### src/rtl/nios_sys_pio_pkg.sv
// Shared constants for the Nios II input PIO: the register word map and the
// input synchroniser depth.
package nios_sys_pio_pkg;

    localparam logic [2:0] PIO_ADDR_DATA      = 3'd0;
    localparam logic [2:0] PIO_ADDR_MASK      = 3'd2;
    localparam logic [2:0] PIO_ADDR_CAPTURE   = 3'd3;
    localparam logic [2:0] PIO_ADDR_RISE_EN   = 3'd4;
    localparam logic [2:0] PIO_ADDR_FALL_EN   = 3'd5;
    localparam logic [2:0] PIO_ADDR_DEB_LIMIT = 3'd6;

    // Flops between the asynchronous pin and the debouncer.
    localparam int unsigned PIO_SYNC_DEPTH = 2;

endpackage

### src/rtl/nios_sys_pio_debounce.sv
// One input channel: synchroniser, debounce counter and edge detection.
//
// Ports:
//   clk, reset  system clock, synchronous active-high reset
//   deb_limit   cycles the synchronised input must differ before it is accepted
//   raw         asynchronous pin
//   deb         debounced level
//   rise, fall  one-cycle pulses on debounced edges
module nios_sys_pio_debounce
    import nios_sys_pio_pkg::*;
#(
    parameter int unsigned DEB_W = 16
) (
    input  logic             clk,
    input  logic             reset,
    input  logic [DEB_W-1:0] deb_limit,
    input  logic             raw,
    output logic             deb,
    output logic             rise,
    output logic             fall
);

    logic [PIO_SYNC_DEPTH-1:0] sync_q, sync_d;
    logic [DEB_W-1:0]          cnt_q, cnt_d;
    logic                      deb_q, deb_d;
    logic                      deb_prev_q, deb_prev_d;
    logic                      s2;
    logic                      lim_hit;

    assign s2 = sync_q[PIO_SYNC_DEPTH-1];

    // A limit of 0 or 1 accepts a change on the first differing cycle.
    assign lim_hit = (deb_limit <= DEB_W'(1)) || (cnt_q == deb_limit - DEB_W'(1));

    always_comb begin
        sync_d     = {sync_q[PIO_SYNC_DEPTH-2:0], raw};
        deb_prev_d = deb_q;
        deb_d      = deb_q;
        cnt_d      = cnt_q;
        if (s2 == deb_q) begin
            cnt_d = '0;
        end else if (lim_hit) begin
            deb_d = s2;
            cnt_d = '0;
        end else begin
            cnt_d = cnt_q + DEB_W'(1);
        end
    end

    always_ff @(posedge clk) begin
        if (reset) begin
            sync_q     <= '0;
            cnt_q      <= '0;
            deb_q      <= 1'b0;
            deb_prev_q <= 1'b0;
        end else begin
            sync_q     <= sync_d;
            cnt_q      <= cnt_d;
            deb_q      <= deb_d;
            deb_prev_q <= deb_prev_d;
        end
    end

    assign deb  = deb_q;
    assign rise = deb_q & ~deb_prev_q;
    assign fall = ~deb_q & deb_prev_q;

endmodule

### src/rtl/nios_sys_pio_din.sv
// Parametrised debounced input PIO, Avalon-MM slave.
//
// Ports:
//   clk, reset            system clock, synchronous active-high reset
//   address, chipselect,
//   write_n, writedata    slave write/read request
//   in_port               asynchronous raw inputs, one per channel
//   readdata              registered read data (loaded every cycle)
//   irq                   level interrupt, any unmasked captured edge
module nios_sys_pio_din
    import nios_sys_pio_pkg::*;
#(
    parameter int unsigned WIDTH       = 2,
    parameter int unsigned DEB_W       = 16,
    parameter int unsigned DEB_DEFAULT = 50000
) (
    input  logic             clk,
    input  logic             reset,
    input  logic [2:0]       address,
    input  logic             chipselect,
    input  logic             write_n,
    input  logic [31:0]      writedata,
    input  logic [WIDTH-1:0] in_port,
    output logic [31:0]      readdata,
    output logic             irq
);

    localparam logic [DEB_W-1:0] DebReset = DEB_DEFAULT[DEB_W-1:0];

    logic [WIDTH-1:0] mask_q, mask_d;
    logic [WIDTH-1:0] capture_q, capture_d;
    logic [WIDTH-1:0] rise_en_q, rise_en_d;
    logic [WIDTH-1:0] fall_en_q, fall_en_d;
    logic [DEB_W-1:0] deb_limit_q, deb_limit_d;
    logic [31:0]      readdata_q, readdata_d;

    logic [WIDTH-1:0] deb_vec, rise_vec, fall_vec, hit, clear;
    logic             wr;
    logic             unused_wdata;

    // Upper write-data bits are dropped when WIDTH or DEB_W is below 32.
    assign unused_wdata = ^writedata;

    for (genvar i = 0; i < WIDTH; i++) begin : g_chan
        nios_sys_pio_debounce #(
            .DEB_W (DEB_W)
        ) u_deb (
            .clk       (clk),
            .reset     (reset),
            .deb_limit (deb_limit_q),
            .raw       (in_port[i]),
            .deb       (deb_vec[i]),
            .rise      (rise_vec[i]),
            .fall      (fall_vec[i])
        );
    end

    assign wr    = chipselect & ~write_n;
    assign hit   = (rise_vec & rise_en_q) | (fall_vec & fall_en_q);
    assign clear = (wr && address == PIO_ADDR_CAPTURE) ? writedata[WIDTH-1:0] : '0;

    always_comb begin
        mask_d      = mask_q;
        rise_en_d   = rise_en_q;
        fall_en_d   = fall_en_q;
        deb_limit_d = deb_limit_q;
        // A new edge wins over a same-cycle clear so no edge is lost.
        capture_d   = hit | (capture_q & ~clear);

        if (wr) begin
            case (address)
                PIO_ADDR_MASK:      mask_d      = writedata[WIDTH-1:0];
                PIO_ADDR_RISE_EN:   rise_en_d   = writedata[WIDTH-1:0];
                PIO_ADDR_FALL_EN:   fall_en_d   = writedata[WIDTH-1:0];
                PIO_ADDR_DEB_LIMIT: deb_limit_d = writedata[DEB_W-1:0];
                default: ;
            endcase
        end

        readdata_d = '0;
        case (address)
            PIO_ADDR_DATA:      readdata_d[WIDTH-1:0] = deb_vec;
            PIO_ADDR_MASK:      readdata_d[WIDTH-1:0] = mask_q;
            PIO_ADDR_CAPTURE:   readdata_d[WIDTH-1:0] = capture_q;
            PIO_ADDR_RISE_EN:   readdata_d[WIDTH-1:0] = rise_en_q;
            PIO_ADDR_FALL_EN:   readdata_d[WIDTH-1:0] = fall_en_q;
            PIO_ADDR_DEB_LIMIT: readdata_d[DEB_W-1:0] = deb_limit_q;
            default: ;
        endcase
    end

    always_ff @(posedge clk) begin
        if (reset) begin
            mask_q      <= '0;
            capture_q   <= '0;
            rise_en_q   <= '1;
            fall_en_q   <= '0;
            deb_limit_q <= DebReset;
            readdata_q  <= '0;
        end else begin
            mask_q      <= mask_d;
            capture_q   <= capture_d;
            rise_en_q   <= rise_en_d;
            fall_en_q   <= fall_en_d;
            deb_limit_q <= deb_limit_d;
            readdata_q  <= readdata_d;
        end
    end

    assign readdata = readdata_q;
    assign irq      = |(capture_q & mask_q);

endmodule

### config.mk
export PLATFORM = sky130hd
export DESIGN_NAME = nios_sys_pio_din
export DESIGN_NICKNAME = d
export VERILOG_FILES = /design/src/rtl/nios_sys_pio_pkg.sv /design/src/rtl/nios_sys_pio_debounce.sv /design/src/rtl/nios_sys_pio_din.sv
export SDC_FILE = /design/constraint.sdc
export NUM_CORES = 1
export LEC_CHECK = 0
export BUFFER_PORTS_ARGS = -buffer_cell sky130_fd_sc_hd__buf_2
export CAP_MARGIN = 15
export CORE_MARGIN = 3
export CORE_UTILIZATION = 50
export DETAILED_ROUTE_END_ITERATION = 7
export PLACE_DENSITY = 0.79
export SLEW_MARGIN = 20
export SYNTH_ARGS = -nofsm -noshare
export SYNTH_HDL_FRONTEND = slang
export SYNTH_SLANG_ARGS = --single-unit
### constraint.sdc
create_clock -name clk -period 2.9 [get_ports clk]
set_input_delay 0.145 -clock clk [delete_from_list [all_inputs] [get_ports clk]]
set_output_delay 0.145 -clock clk [all_outputs]
set_load 0.01 [all_outputs]
Word-level counts from Yosys, hierarchy flattened

Index checks and enable logic that the tools add are counted.

Word-level logic and storage cells: 65
Flip-flop bits (word level): 96
Input bits: 41
Output and inout bits: 33

Magnitude comparators: 1
Bitwise logic cells: 20
$add $sub $neg: 3
Reductions and logical operators: 14
Equal/unequal tests: 9
Muxes and demuxes: 2

Operators with widths:

| cell                                                            | count |
|---|---|
| adder 16 x 1 -> 16 bit, second input constant                   | 2 |
| equality test 16 bit                                            | 2 |
| less-or-equal comparator 16 x 1 -> 1 bit, second input constant | 1 |
| subtractor 16 x 1 -> 16 bit, second input constant              | 1 |
| case mux 2 bit (6 select lines)                                 | 1 |
| AND reduction 2 bit                                             | 6 |
| equality test 3 bit, second input constant                      | 3 |
| bitwise AND 2 bit                                               | 4 |
| inverter 1 bit                                                  | 8 |
| equality test 3 x 2 -> 1 bit, second input constant             | 2 |
| OR reduction 3 bit                                              | 2 |
| bitwise AND 1 bit                                               | 5 |
| bitwise OR 2 bit                                                | 2 |
| OR reduction 2 bit                                              | 2 |
| logical NOT 3 bit                                               | 1 |
| equality test 1 bit                                             | 2 |
| logical OR 1 bit                                                | 2 |
| 2-to-1 mux 2 bit                                                | 1 |
| inverter 2 bit                                                  | 1 |
| logical AND 1 bit                                               | 1 |

Longest topological paths before layout

Gate-level depths: netlist (run 1).

Depth after elaboration: 7
Mapped depth: 12
Depth with buffers taken out: 9

Modules after synthesis

A second synthesis (run 1) with hierarchy kept.

Cells, all modules: 534
Area, all modules: 4717.0 um2

By module, submodules not included:

| module                | seq. area each (um2) | cells each | times used | area an instance (um2) |
|---|---|---|---|---|
| nios_sys_pio_debounce | 400.4                | 179        | 2          | 1495.2 |
| nios_sys_pio_din      | 800.8                | 176        | 1          | 1726.7 |

Least setup slack after synthesis (run 1)

No wires, ideal clock.

Path kind: reg-to-reg
Start point: reg deb_limit_q[0]
End point: reg g_chan[1].u_deb.deb_q
Arrival: 2786 ps
Clock period less this slack: 2907 ps
Cell stages (with the launch flop): 12
Slack: -7 ps
Setup time: 121 ps
Data required time: 2779 ps
Buffers on the path: 2
Cells stage by stage: dfxtp_1 -> buf_2 -> inv_1 -> ha_1 -> or3b_1 -> clkbuf_1 -> o32a_1 -> a211oi_1 -> o2111ai_1 -> or4_4 -> o41a_4 -> mux2_4

Word-level cells in the longest chain between the ends: 4
Elaborated cells between the ends (all ways): 5
Classes of those cells: add/sub: 1; order compare: 1; eq/ne: 1; reduce/logical: 2

RTL lines:

| element                                  | line                        | source |
|---|---|---|
| start, declared                          | nios_sys_pio_din.sv:34      | `logic [DEB_W-1:0] deb_limit_q, deb_limit_d;` |
| start signal, assigned                   | nios_sys_pio_din.sv:98      | `deb_limit_q <= DebReset;` |
| start signal, assigned                   | nios_sys_pio_din.sv:105     | `deb_limit_q <= deb_limit_d;` |
| subtractor 16 x 1 -> 16 bit              | nios_sys_pio_debounce.sv:33 | `assign lim_hit = (deb_limit <= DEB_W'(1)) \|\| (cnt_q == deb_limit - DEB_W'(1));` |
| equality test 16 bit                     | nios_sys_pio_debounce.sv:33 |  |
| logical OR 1 bit (*)                     | nios_sys_pio_debounce.sv:33 |  |
| AND reduction 2 bit (no source line) (*) | n/a                         |  |
| end signal, assigned                     | nios_sys_pio_debounce.sv:54 | `deb_q <= 1'b0;` |
| end signal, assigned                     | nios_sys_pio_debounce.sv:59 | `deb_q <= deb_d;` |
| end, declared                            | nios_sys_pio_debounce.sv:25 | `logic deb_q, deb_d;` |

Mark *: on every way between the ends. The rest lies on a longest branch, timed or not.
A chain may end at the register's enable or synchronous reset.

Worst setup path after layout (run 1)

Start point: reg deb_limit_q[1]
End point: reg g_chan[0].u_deb.deb_q

Word-level cells in the longest chain between the ends: 4
Elaborated cells between the ends (all ways): 5
Classes of those cells: add/sub: 1; order compare: 1; eq/ne: 1; reduce/logical: 2

RTL lines:

| element                                  | line |
|---|---|
| subtractor 16 x 1 -> 16 bit              | nios_sys_pio_debounce.sv:33 |
| equality test 16 bit                     | nios_sys_pio_debounce.sv:33 |
| logical OR 1 bit (*)                     | nios_sys_pio_debounce.sv:33 |
| AND reduction 2 bit (no source line) (*) | n/a |
| end signal, assigned                     | nios_sys_pio_debounce.sv:54 |
| end signal, assigned                     | nios_sys_pio_debounce.sv:59 |
| end, declared                            | nios_sys_pio_debounce.sv:25 |

Marked as above.

==> results of run 1 <==
## metrics by stage
step | area (µm²) | setup TNS, ns | instances
after global placement | 4642 | 0 | 641
after floorplan | 4317 | 0 | 514
after global routing | 5044 | -0.3155 | 665
after detailed placement | 4642 | -0.01825 | 641
final | 5044 | 0 | 665
after CTS | 4959 | 0 | 663
## cell usage in the layout, fill, tap and decap left out, types with 4 or more instances in the layout
cell,synthesis,final
inv_1,11,11
o21ai_0,4,4
nand3_1,12,12
nor2b_1,15,15
conb_1,1,16
a21oi_1,21,20
dfxtp_1,80,78
nor3b_1,6,4
dlygate4sd3_1,0,6
nand2b_1,7,7
clkbuf_8,0,9
a211o_1,5,5
buf_4,17,27
a31oi_1,5,5
buf_2,4,41
nand3b_1,6,6
or4_4,4,4
nor3_1,11,11
mux2i_1,8,8
and3_1,10,10
xnor2_1,33,33
nand2_1,48,48
xor2_1,32,32
and2_1,15,15
nor2_1,57,57
nand4_1,10,10
## worst paths after layout
check	endpoint	slack [ns]	depth (start not counted)
max	g_chan[0].u_deb.deb$_SDFFE_PP0P_	0.009	8
min	deb_limit_q[14]$_SDFFE_PP1P_	0.01	3
min reg2reg	g_chan[1].u_deb.sync_q[1]$_SDFF_PP0_	0.45	1
max reg2reg	g_chan[0].u_deb.deb$_SDFFE_PP0P_	0.009	8
## cells by family (layout without fill, tap and decap cells)
family | after synthesis | after routing | synth area share
simple gates | 222 | 222 | 0.2759
flops | 80 | 80 | 0.3760
xor+xnor | 68 | 68 | 0.1495
compound gates | 57 | 57 | 0.09284
buf+inv | 57 | 103 | 0.06816
mux | 10 | 10 | 0.02497
fa+ha+maj | 4 | 4 | 0.01175
other cells | 1 | 16 | 0.0008805
## layout make-up
type                       count  area share
multi-input combinational    377      0.4986
clock inverter                 6     0.02307
sequential                    80      0.3180
timing repair buffer          76      0.1007
inverter                      11    0.008187
tap                          105     0.02605
clock buffer                  10     0.02530
## per-layer routing
metal  up-vias  global-route usage  wire length (µm)
met3        16             0.04571               532
met2       118              0.3297              4515
met4         0             0.07248               201
met5         -                   0                 0
met1      1615              0.2764              4490
li1       1769                   -                 -
## registers in the layout, indices dropped and copies added, names as in the netlist
name                     count
g_chan.u_deb.cnt_q          32
deb_limit_q                 16
readdata                    16
g_chan.u_deb.sync_q          4
capture_q                    2
fall_en_q                    2
g_chan.u_deb.deb             2
g_chan.u_deb.deb_prev_q      2
mask_q                       2
rise_en_q                    2
## power by group through the flow
stage               clock network (mW)  logic (mW)  registers, mW
finish                           0.993       0.137           1.12
global route                      1.06       0.150           1.12
CTS                               1.02       0.133           1.12
detailed placement                   0       0.125           1.14
global placement                     0       0.123           1.14
floorplan                            0      0.0971           1.14
## cell usage after synthesis, drive strengths merged (2+ instances only)
| master | count |
|---|---|
| clkbuf | 22 |
| and4 | 3 |
| xnor3 | 3 |
| nand4 | 10 |
| or3b | 2 |
| xor2 | 32 |
| or4 | 4 |
| buf | 24 |
| nand2 | 48 |
| o22ai | 3 |
| o2111ai | 2 |
| dfxtp | 80 |
| o21ai | 4 |
| nand3 | 12 |
| nor2b | 15 |
| mux2 | 2 |
| nor4 | 5 |
| nor2 | 57 |
| and3 | 12 |
| nand2b | 7 |
| ha | 4 |
| a31o | 2 |
| inv | 11 |
| a2111oi | 2 |
| a211o | 5 |
| and2 | 15 |
| nor3 | 12 |
| a311oi | 2 |
| a211oi | 2 |
| nor3b | 6 |
| xnor2 | 33 |
| or3 | 4 |
| nand3b | 6 |
| mux2i | 8 |
| a21oi | 22 |
| a31oi | 5 |
## timing repair
| action | in CTS | in global routing |
|---|---|---|
| cloned | 0 | 0 |
| setup buffers | 0 | 2 |
| hold buffers | 6 | 0 |
| setup endpoints to repair | 1 | 18 |
| pin swaps | 0 | 7 |
| hold endpoints to repair | 6 | 0 |
| resized for setup | 4 | 12 |
## worst reg2reg max path: stages (launching register included)
cell and delay, ns:
dfxtp_2 0.33, buf_4 0.14, or4_4 0.58, or3_4 0.43, a2111oi_4 0.31, nor4bb_4 0.34
nand4b_1 0.23, buf_4 0.21, a31o_2 0.23
==> summary.md, run 1 <==
| Metric | Value |
|---|---|
| WHS | `0.01326 ns` |
| DIE WIDTH | `98.30 µm` |
| CP Launch Type | `flop` |
| ANT cells | `0` |
| Die span in y | `98.30 µm` |
| Yosys warning count | `0` |
| Buffers added on ports | `41` |
| Hold Startpoint | `writedata[14]` |
| H-tree depth | `3` |
| CTS buffer count | `9` |
| Register bit total from synthesis | `80` |
| Final core utilization | `0.6108` |
| Area grow syn2layout | `18.42%` |
| Via density per instance | `5.290` |
| VDD IR max | `0.0002683 V` |
| Top Family by Delay on Critical Path | `simple AND/OR/NAND/NOR gates` |
| Share of cells above drive strength 1 | `0.2036` |
| WP data arrival | `3.14 ns` |
| Clk slew on worst S/H paths | `0.08 ns` |
| Crit path time final | `2.891 ns` |
| Rel. slew slack | `0.6066` |
| Slowest library cell on the worst path | `or4_4` |
| Cell repeated most along the worst path | `buf_4` |
| Switching power | `0.4996 mW` |
| Worst Slack Setup Final | `0.009088 ns` |
| Routed wire length | `9.740 mm` |
| Post-synth top area share | `0.3760` |
| Nets | `600` |
| Max-slew violations | `0` |
| Power Total | `2.249 mW` |
| DRC violation total after the first TritonRoute iteration | `159` |
| Number of global-route vias before repair | `3,358` |
| Leak Pwr | `2.013 nW` |
| Syn Inst Count | `499` |
| Register Area | `0.001604 mm²` |
| First-pass GRT wire length | `16.23 mm` |
| CTS tree | `built` |
| Internal | `1.749 mW` |
| Final hold violation count | `0` |
| Seq pwr share | `0.498` |
| TritonRoute pass-1 iters | `4` |
| Number of flops mapped to enable cells by yosys | `0` |
| Peak per-stage delay on the critical path | `0.58 ns` |
| DIE AREA | `0.009662 mm²` |
| I/O pin total | `74` |
| Post-route clock period utilization | `0.9969` |
| CP Launch Point | `deb_limit_q[1]$_SDFFE_PP0P_` |
| Avg WL per Cell | `14.65 µm` |
| GR Util All Layers | `0.2067` |
| Synthesized area | `0.004259 mm²` |
| Worst Path Buf+Inv | `2` |
| DRC viols | `0` |
| CP Capture Type | `flop` |
| Count of cell types in the netlist | `58` |
| Clock Path Buffers | `2` |
| Gpl congestion | `0.8922` |
| Pre-CTS worst setup slack | `-0.01825 ns` |
| Sw Share | `0.2222` |
| Pwr dens | `445.8 mW/mm²` |
| Largest net degree at the start of global routing | `37` |
| Worst hold-check path type | `primary input to flop` |
| Outcome | `completed` |
| CP Data Required Time | `3.15 ns` |
| Sequential area share after synthesis | `0.3760` |
| Sink Count | `80` |
| Fmax | `345.9 MHz` |
| Initial core utilization | `0.5158` |
| Worst-Skew Late Latency | `0.35 ns` |
| Syn avg cell area | `8.535 µm²` |
| Core Rows | `33` |
| Ranking of synthesized cells by area | `dfxtp_1, xnor2_1, xor2_1` |
| Core area | `0.008258 mm²` |
| Clock power share | `0.441` |
| Hpwl dp | `7.254 mm` |
| Worst-margin pin slew | `0.5753 ns` |
| Antenna violations before repair | `0` |
| Crit-path cells | `buf_4 > or4_4 > or3_4 > a2111oi_4 > nor4bb_4 > nand4b_1 > buf_4 > a31o_2` |
| Share of flip-flops with an asynchronous set or reset | `0` |
| Crit-path max FO | `5` |
| Gr ovfl total | `0` |
| Fillers | `730` |
| Detailed-route via count | `3,518` |
| Max Cap Viol | `0` |
| Largest area contributor in the netlist | `dfxtp_1` |
| CP Class | `flop to flop` |
| Multi-input logic area | `0.002515 mm²` |
| Final setup violation count | `0` |
| Comb power frac | `0.061` |
| R2r startpoint | `deb_limit_q[1]$_SDFFE_PP0P_` |
| Antenna-violating nets left | `0` |
| Synth Flop Type | `dfxtp_1` |
| Max Clock Skew | `0.01195 ns` |
| Root buffer cell | `clkbuf_8` |
(Power assumes the default switching activity.)
==> run 2: changes to the inputs <==
--- a/config.mk
+++ b/config.mk
@@ -5,6 +5,7 @@
 export SDC_FILE = /design/constraint.sdc
 export NUM_CORES = 1
 export LEC_CHECK = 0
+export ABC_AREA = 1
 export BUFFER_PORTS_ARGS = -buffer_cell sky130_fd_sc_hd__buf_2
 export CAP_MARGIN = 15
 export CORE_MARGIN = 3
==> summary.md, run 2 <==
| Metric | Value |
|---|---|
| Outcome | `completed` |
| WP data arrival | `2.78 ns` |
| Antenna violations before repair | `0` |
| Hold-fix buffer count after cts | `2` |
| CP Launch Type | `flop` |
| Leak Pwr | `2.046 nW` |
| VDD IR max | `0.0002902 V` |
| Max-slew violations | `0` |
| Number of flops mapped to enable cells by yosys | `0` |
| Core area | `0.008258 mm²` |
| Sequential area share after synthesis | `0.3734` |
| Slowest library cell on the worst path | `ha_1` |
| Pre-CTS worst setup slack | `0.4011 ns` |
| Mux share of post-synthesis cell area | `0` |
| PostCTS Resize Cnt | `0` |
| Register bit total from synthesis | `80` |
| WHS Path Cells | `3` |
| Comb power frac | `0.063` |
| RSZ-0062 raised after global routing | `no` |
| Synth top cells by count | `nand2_1, nor2_1, inv_1` |
| Max Clock Skew | `0.008320 ns` |
| Seq pwr share | `0.511` |
| Largest area contributor in the netlist | `dfxtp_1` |
| Worst-margin pin slew | `0.5185 ns` |
| Synth Flop Type | `dfxtp_1` |
| Gpl congestion | `0.9130` |
| CP Class | `flop to flop` |
| Avg WL per Cell | `13.56 µm` |
| Switching power | `0.5302 mW` |
| Core Rows | `33` |
| Via density per instance | `5.258` |
| CP Capture Type | `flop` |
| Final TNS setup | `0 ns` |
| DRC viols | `0` |
| Gr ovfl total | `0` |
| Post-route clock period utilization | `0.8739` |
| Synthesized area | `0.004289 mm²` |
| CTS buffer count | `9` |
| Worst-Skew Late Latency | `0.36 ns` |
| Clock power share | `0.426` |
| Pwr dens | `460.6 mW/mm²` |
| Max FFs per register | `32` |
| First-pass GRT wire length | `17.64 mm` |
| Cell repeated most along the worst path | `nor2_1` |
| Syn avg cell area | `6.874 µm²` |
| Power Total | `2.200 mW` |
| Adder-cell share of the synthesized area | `0.01167` |
| Syn Inst Count | `624` |
| Buffers added on ports | `41` |
| Number of post-CTS setup repair buffers | `0` |
| Sink Count | `80` |
| Post-Layout Cell Count | `780` |
| Peak per-stage delay on the critical path | `0.46 ns` |
| DIE AREA | `0.009726 mm²` |
| TritonRoute pass-1 iters | `5` |
| Clk slew on worst S/H paths | `0.08 ns` |
| Antenna-violating nets left | `0` |
| Crit path time final | `2.534 ns` |
| I/O pin total | `74` |
| Ranking of synthesized cells by area | `dfxtp_1, nand2_1, nand3_1` |
| Placed Instances | `761` |
| Area grow syn2layout | `11.38%` |
| Most frequent cells in the layout | `nand2_1, nor2_1, inv_1` |
| Detailed-route via count | `4,101` |
| CP Data Required Time | `3.14 ns` |
| Largest net degree at the start of global routing | `18` |
| Worst Slack Setup Final | `0.3658 ns` |
| Share of flip-flops with an asynchronous set or reset | `0` |
| GR Util All Layers | `0.2222` |
| Die span in y | `98.62 µm` |
| Yosys warning count | `0` |
| Commonest non-fill, non-tap cell in the layout | `nand2_1` |
| CTS tree | `built` |
| Top Family by Delay on Critical Path | `simple AND/OR/NAND/NOR gates` |
| Crit-path cells | `inv_1 > ha_1 > nand2_4 > nor2_4 > nand3_1 > nand3_1 > nand2_1 > nor2_1 > nand2_1 > nor2_1 > nand2_2 > nand3_4 > nor2_1` |
| H-tree depth | `3` |
| Post-synth top area share | `0.3734` |
| Routed wire length | `10.58 mm` |
| DIE WIDTH | `98.62 µm` |
| Fmax | `394.6 MHz` |
| Root buffer cell | `clkbuf_8` |
| Synth Area in XOR/XNOR | `0.05718` |
| Worst Path Buf+Inv | `1` |
| Clock Path Buffers | `2` |
| Cell count of the worst reg-to-reg path | `13` |
| Post-Synth Simple-Gate Area | `0.3617` |
| Main combinational cell family by area after synthesis | `simple AND/OR/NAND/NOR gates` |
| Count leader, synth | `nand2_1` |
| ANT cells | `0` |
| DRC violation total after the first TritonRoute iteration | `192` |
| Initial core utilization | `0.5194` |
| Hpwl dp | `8.108 mm` |
| Crit-path max FO | `16` |
| Worst hold-check path type | `primary input to flop` |
| Final setup violation count | `0` |
| Count of cell types in the netlist | `37` |
| Final hold violation count | `0` |
| Internal | `1.670 mW` |
| Synth Area in Compound Gates | `0.08081` |
| Biggest register | `g_chan.u_deb.cnt_q` |
| Share of cells above drive strength 1 | `0.1156` |
| Max Cap Viol | `0` |
| Rel. slew slack | `0.6511` |
| Sw Share | `0.2410` |
| Nets | `715` |
| Number of global-route vias before repair | `3,927` |
| Crit path depth | `13` |
[run 2: power groups by stage]
stage	sequential [mW]	combinational, mW	clock [mW]
after global placement	1.15	0.131	0
after detailed placement	1.15	0.134	0
after global routing	1.13	0.156	1.00
final	1.12	0.139	0.938
after CTS	1.12	0.138	0.951
after floorplan	1.15	0.109	0
[run 2: worst register-to-register path: stages (launching register included)]
cell,delay [ns]
dfxtp_1,0.39
inv_1,0.24
ha_1,0.47
nand2_4,0.16
nor2_4,0.18
nand3_1,0.12
nand3_1,0.12
nand2_1,0.06
nor2_1,0.11
nand2_1,0.07
nor2_1,0.11
nand2_2,0.10
nand3_4,0.21
nor2_1,0.09
[run 2: final timing paths]
kind / endpoint / slack [ns] / from
setup / recovery: g_chan[1].u_deb.cnt_q[15]$_SDFF_PP0_ / 0.37 / deb_limit_q[0]$_SDFFE_PP0P_
setup reg to reg: g_chan[1].u_deb.cnt_q[15]$_SDFF_PP0_ / 0.37 / deb_limit_q[0]$_SDFFE_PP0P_
hold / removal: deb_limit_q[14]$_SDFFE_PP1P_ / 0.01 / writedata[14]
hold reg to reg: g_chan[1].u_deb.sync_q[1]$_SDFF_PP0_ / 0.41 / g_chan[1].u_deb.sync_q[0]$_SDFF_PP0_
[run 2: cells by family (layout without fill, tap and decap cells)]
group                      Yosys count  in the layout
xor gates and xnor gates            28             28
and+or+nand+nor                    338            338
other                                1             16
AOI/OAI and AO/OA                   64             64
adders and majority gates            4              4
DFF                                 80             80
buffers and inverters              109            145
[run 2: stage by stage]
step                      hold WS [ns]  utilization  instance area (µm²)
final                          0.01400       0.5785                 4777
after global routing         0.0007614       0.5785                 4777
after CTS                     0.004671       0.5773                 4767
after detailed placement        0.3567       0.5471                 4518
after global placement          0.3449       0.5471                 4518
after floorplan                 0.2520            -                 4345
[run 2: routing by layer]
metal | up-vias | share of wire | track usage
li1 | 2052 | - | -
met1 | 1898 | 0.41 | 0.2563
met2 | 125 | 0.52 | 0.3957
met3 | 26 | 0.046 | 0.05237
met4 | 0 | 0.026 | 0.08824
met5 | - | 0 | 0
[run 2: final cells by class]
class,count,area [µm²]
repair buffers,46,250.2
clock inverters,6,91.34
well taps,105,131.4
multi-input cells,450,2253
fillers,774,3481
flip-flops and latches,80,1602
clock buffers,10,137.6
inverters,83,311.5
==> run 3: changes to the inputs <==
--- a/config.mk
+++ b/config.mk
@@ -9,9 +9,9 @@
 export BUFFER_PORTS_ARGS = -buffer_cell sky130_fd_sc_hd__buf_2
 export CAP_MARGIN = 15
 export CORE_MARGIN = 3
-export CORE_UTILIZATION = 50
+export CORE_UTILIZATION = 45
 export DETAILED_ROUTE_END_ITERATION = 7
-export PLACE_DENSITY = 0.79
+export PLACE_DENSITY = 0.73
 export SLEW_MARGIN = 20
 export SYNTH_ARGS = -nofsm -noshare
 export SYNTH_HDL_FRONTEND = slang
==> summary.md, run 3 (same netlist as run 2, synthesis figures left out) <==
| Metric | Value |
|---|---|
| Outcome | `completed` |
| RSZ-0062 raised after global routing | `no` |
| Core area | `0.008976 mm²` |
| Pwr dens | `423.4 mW/mm²` |
| Antenna-violating nets left | `0` |
| Fmax | `428.7 MHz` |
| Initial core utilization | `0.4778` |
| Peak per-stage delay on the critical path | `0.43 ns` |
| Max-slew violations | `0` |
| Area grow syn2layout | `11.44%` |
| Buffers added on ports | `41` |
| DIE WIDTH | `103.6 µm` |
| ANT cells | `0` |
| DRC viols | `0` |
| Biggest register | `g_chan.u_deb.cnt_q` |
| Via density per instance | `5.031` |
| CP Launch Type | `flop` |
| Max Cap Viol | `0` |
| H-tree depth | `3` |
| Crit-path cells | `inv_1 > ha_1 > nand2_4 > nor2_4 > nand3_1 > nand3_1 > nand2_1 > nor2_1 > nand2_1 > nor2_1 > nand2_2 > nand4_4 > nor2_1` |
| WP data arrival | `2.57 ns` |
| Commonest non-fill, non-tap cell in the layout | `nand2_1` |
| TritonRoute pass-1 iters | `4` |
| Leak Pwr | `2.036 nW` |
| FF-to-FF End | `g_chan[0].u_deb.cnt_q[4]$_SDFF_PP0_` |
| Detailed-route via count | `4,045` |
| GR Util All Layers | `0.1992` |
| Multi-input logic area | `0.002253 mm²` |
| Worst-margin pin slew | `0.5011 ns` |
| Largest net degree at the start of global routing | `18` |
| Worst-Skew Late Latency | `0.36 ns` |
| VDD IR max | `0.0002167 V` |
| Routed length on met3 | `392 µm` |
| Final hold violation count | `0` |
| Hold Startpoint | `writedata[6]` |
| Gpl congestion | `0.9476` |
| Die span in y | `103.6 µm` |
| Worst Slack Setup Final | `0.5674 ns` |
| Number of post-CTS setup repair buffers | `0` |
| Fillers | `900` |
| Crit path time final | `2.333 ns` |
| Register Area | `0.001602 mm²` |
| R2R setup slack | `0.57 ns` |
| Slowest library cell on the worst path | `ha_1` |
| DR top layer | `met4` |
| DRC violation total after the first TritonRoute iteration | `143` |
| Nets | `718` |
| Worst hold-check path type | `primary input to flop` |
| Root buffer cell | `clkbuf_8` |
| Avg WL per Cell | `12.85 µm` |
| Fin area | `0.004780 mm²` |
| Hpwl dp | `8.090 mm` |
| Share of cells above drive strength 1 | `0.1165` |
| Met1 WL | `4.368 mm` |
| CP Capture Type | `flop` |
| Number of global-route vias before repair | `3,975` |
| R2r startpoint | `deb_limit_q[1]$_SDFFE_PP0P_` |
| I/O pin total | `74` |
| Final core utilization | `0.5325` |
| Clock Path Buffers | `2` |
| Core Rows | `34` |
| Met2 wire len | `5.260 mm` |
| Placed cell area | `0.004552 mm²` |
| CP Data Required Time | `3.14 ns` |
| CP Class | `flop to flop` |
| Rel. slew slack | `0.6633` |
| First-pass GRT wire length | `17.85 mm` |
| Final TNS setup | `0 ns` |
| Max FFs per register | `32` |
| Crit-path max FO | `16` |
| Gr ovfl total | `0` |
| Most frequent cells in the layout | `nand2_1, nor2_1, inv_1` |
| CTS buffer count | `9` |
| Final setup violation count | `0` |
| Clk slew on worst S/H paths | `0.08 ns` |
| Cell repeated most along the worst path | `nor2_1` |
| Max Clock Skew | `0.01134 ns` |
| Routed wire length | `10.33 mm` |
| Critical path endpoint | `g_chan[0].u_deb.cnt_q[4]$_SDFF_PP0_` |
| Post-route clock period utilization | `0.8044` |
| Cell count of the worst reg-to-reg path | `13` |
| Antenna violations before repair | `0` |
| PostCTS Resize Cnt | `0` |
| CP Launch Point | `deb_limit_q[1]$_SDFFE_PP0P_` |
| Sink Count | `80` |
| DIE AREA | `0.01074 mm²` |
| Pre-CTS worst setup slack | `0.5920 ns` |
| CTS tree | `built` |
| Power Total | `2.024 mW` |
[run 3: stage by stage]
step / hold slack (ns) / instances
4_1_cts: 0.001217 / 804
3_3_place_gp: 0.3478 / 783
6_report: 0.01111 / 804
5_1_grt: 0.009401 / 804
2_1_floorplan: 0.2520 / 639
3_5_place_dp: 0.3656 / 783
[run 3: area by class of cell]
type / count / area share
clock buffer: 9 / 0.02592
clock inverter: 7 / 0.01126
inverter: 83 / 0.06518
multi-input combinational: 450 / 0.4715
sequential: 80 / 0.3351
tap: 126 / 0.03298
timing repair buffer: 49 / 0.05812
[run 3: worst min path at each step]
stage / endpoint / slack, ns / cells after the start
floorplan: g_chan[0].u_deb.sync_q[0]$_SDFF_PP0_ / 0.25 / 2
global placement: g_chan[0].u_deb.sync_q[0]$_SDFF_PP0_ / 0.35 / 3
detailed placement: g_chan[0].u_deb.sync_q[0]$_SDFF_PP0_ / 0.37 / 3
CTS: deb_limit_q[15]$_SDFFE_PP1P_ / 0.001 / 3
global route: deb_limit_q[6]$_SDFFE_PP1P_ / 0.009 / 3
finish: deb_limit_q[6]$_SDFFE_PP1P_ / 0.01 / 3
[run 3: power by group]
part           leakage (nW)  total (mW)  internal, mW  switching (mW)
sequential            0.647        1.12          1.11          0.0120
combinational          1.31       0.142        0.0503          0.0913
clock                0.0822       0.759         0.317           0.442
total                  2.04        2.02          1.48           0.546
[run 3: timing repair]
item | in CTS | in global routing
hold buffers | 5 | 0
endpoints found under the setup margin | 0 | 0
hold endpoints to repair | 5 | 0
[run 3: worst max-delay path, delay by kind of cell (launching register included)]
family / cells / cell delay (ns)
adders and majority gates: 1 / 0.43
buffers and inverters: 1 / 0.12
DFF: 1 / 0.36
and+or+nand+nor: 11 / 1.30
[run 3: metal layers]
layer | vias up | track usage
met5 | - | 0
met4 | 0 | 0.08452
met3 | 24 | 0.03483
met2 | 97 | 0.3673
met1 | 1865 | 0.2250
li1 | 2059 | -
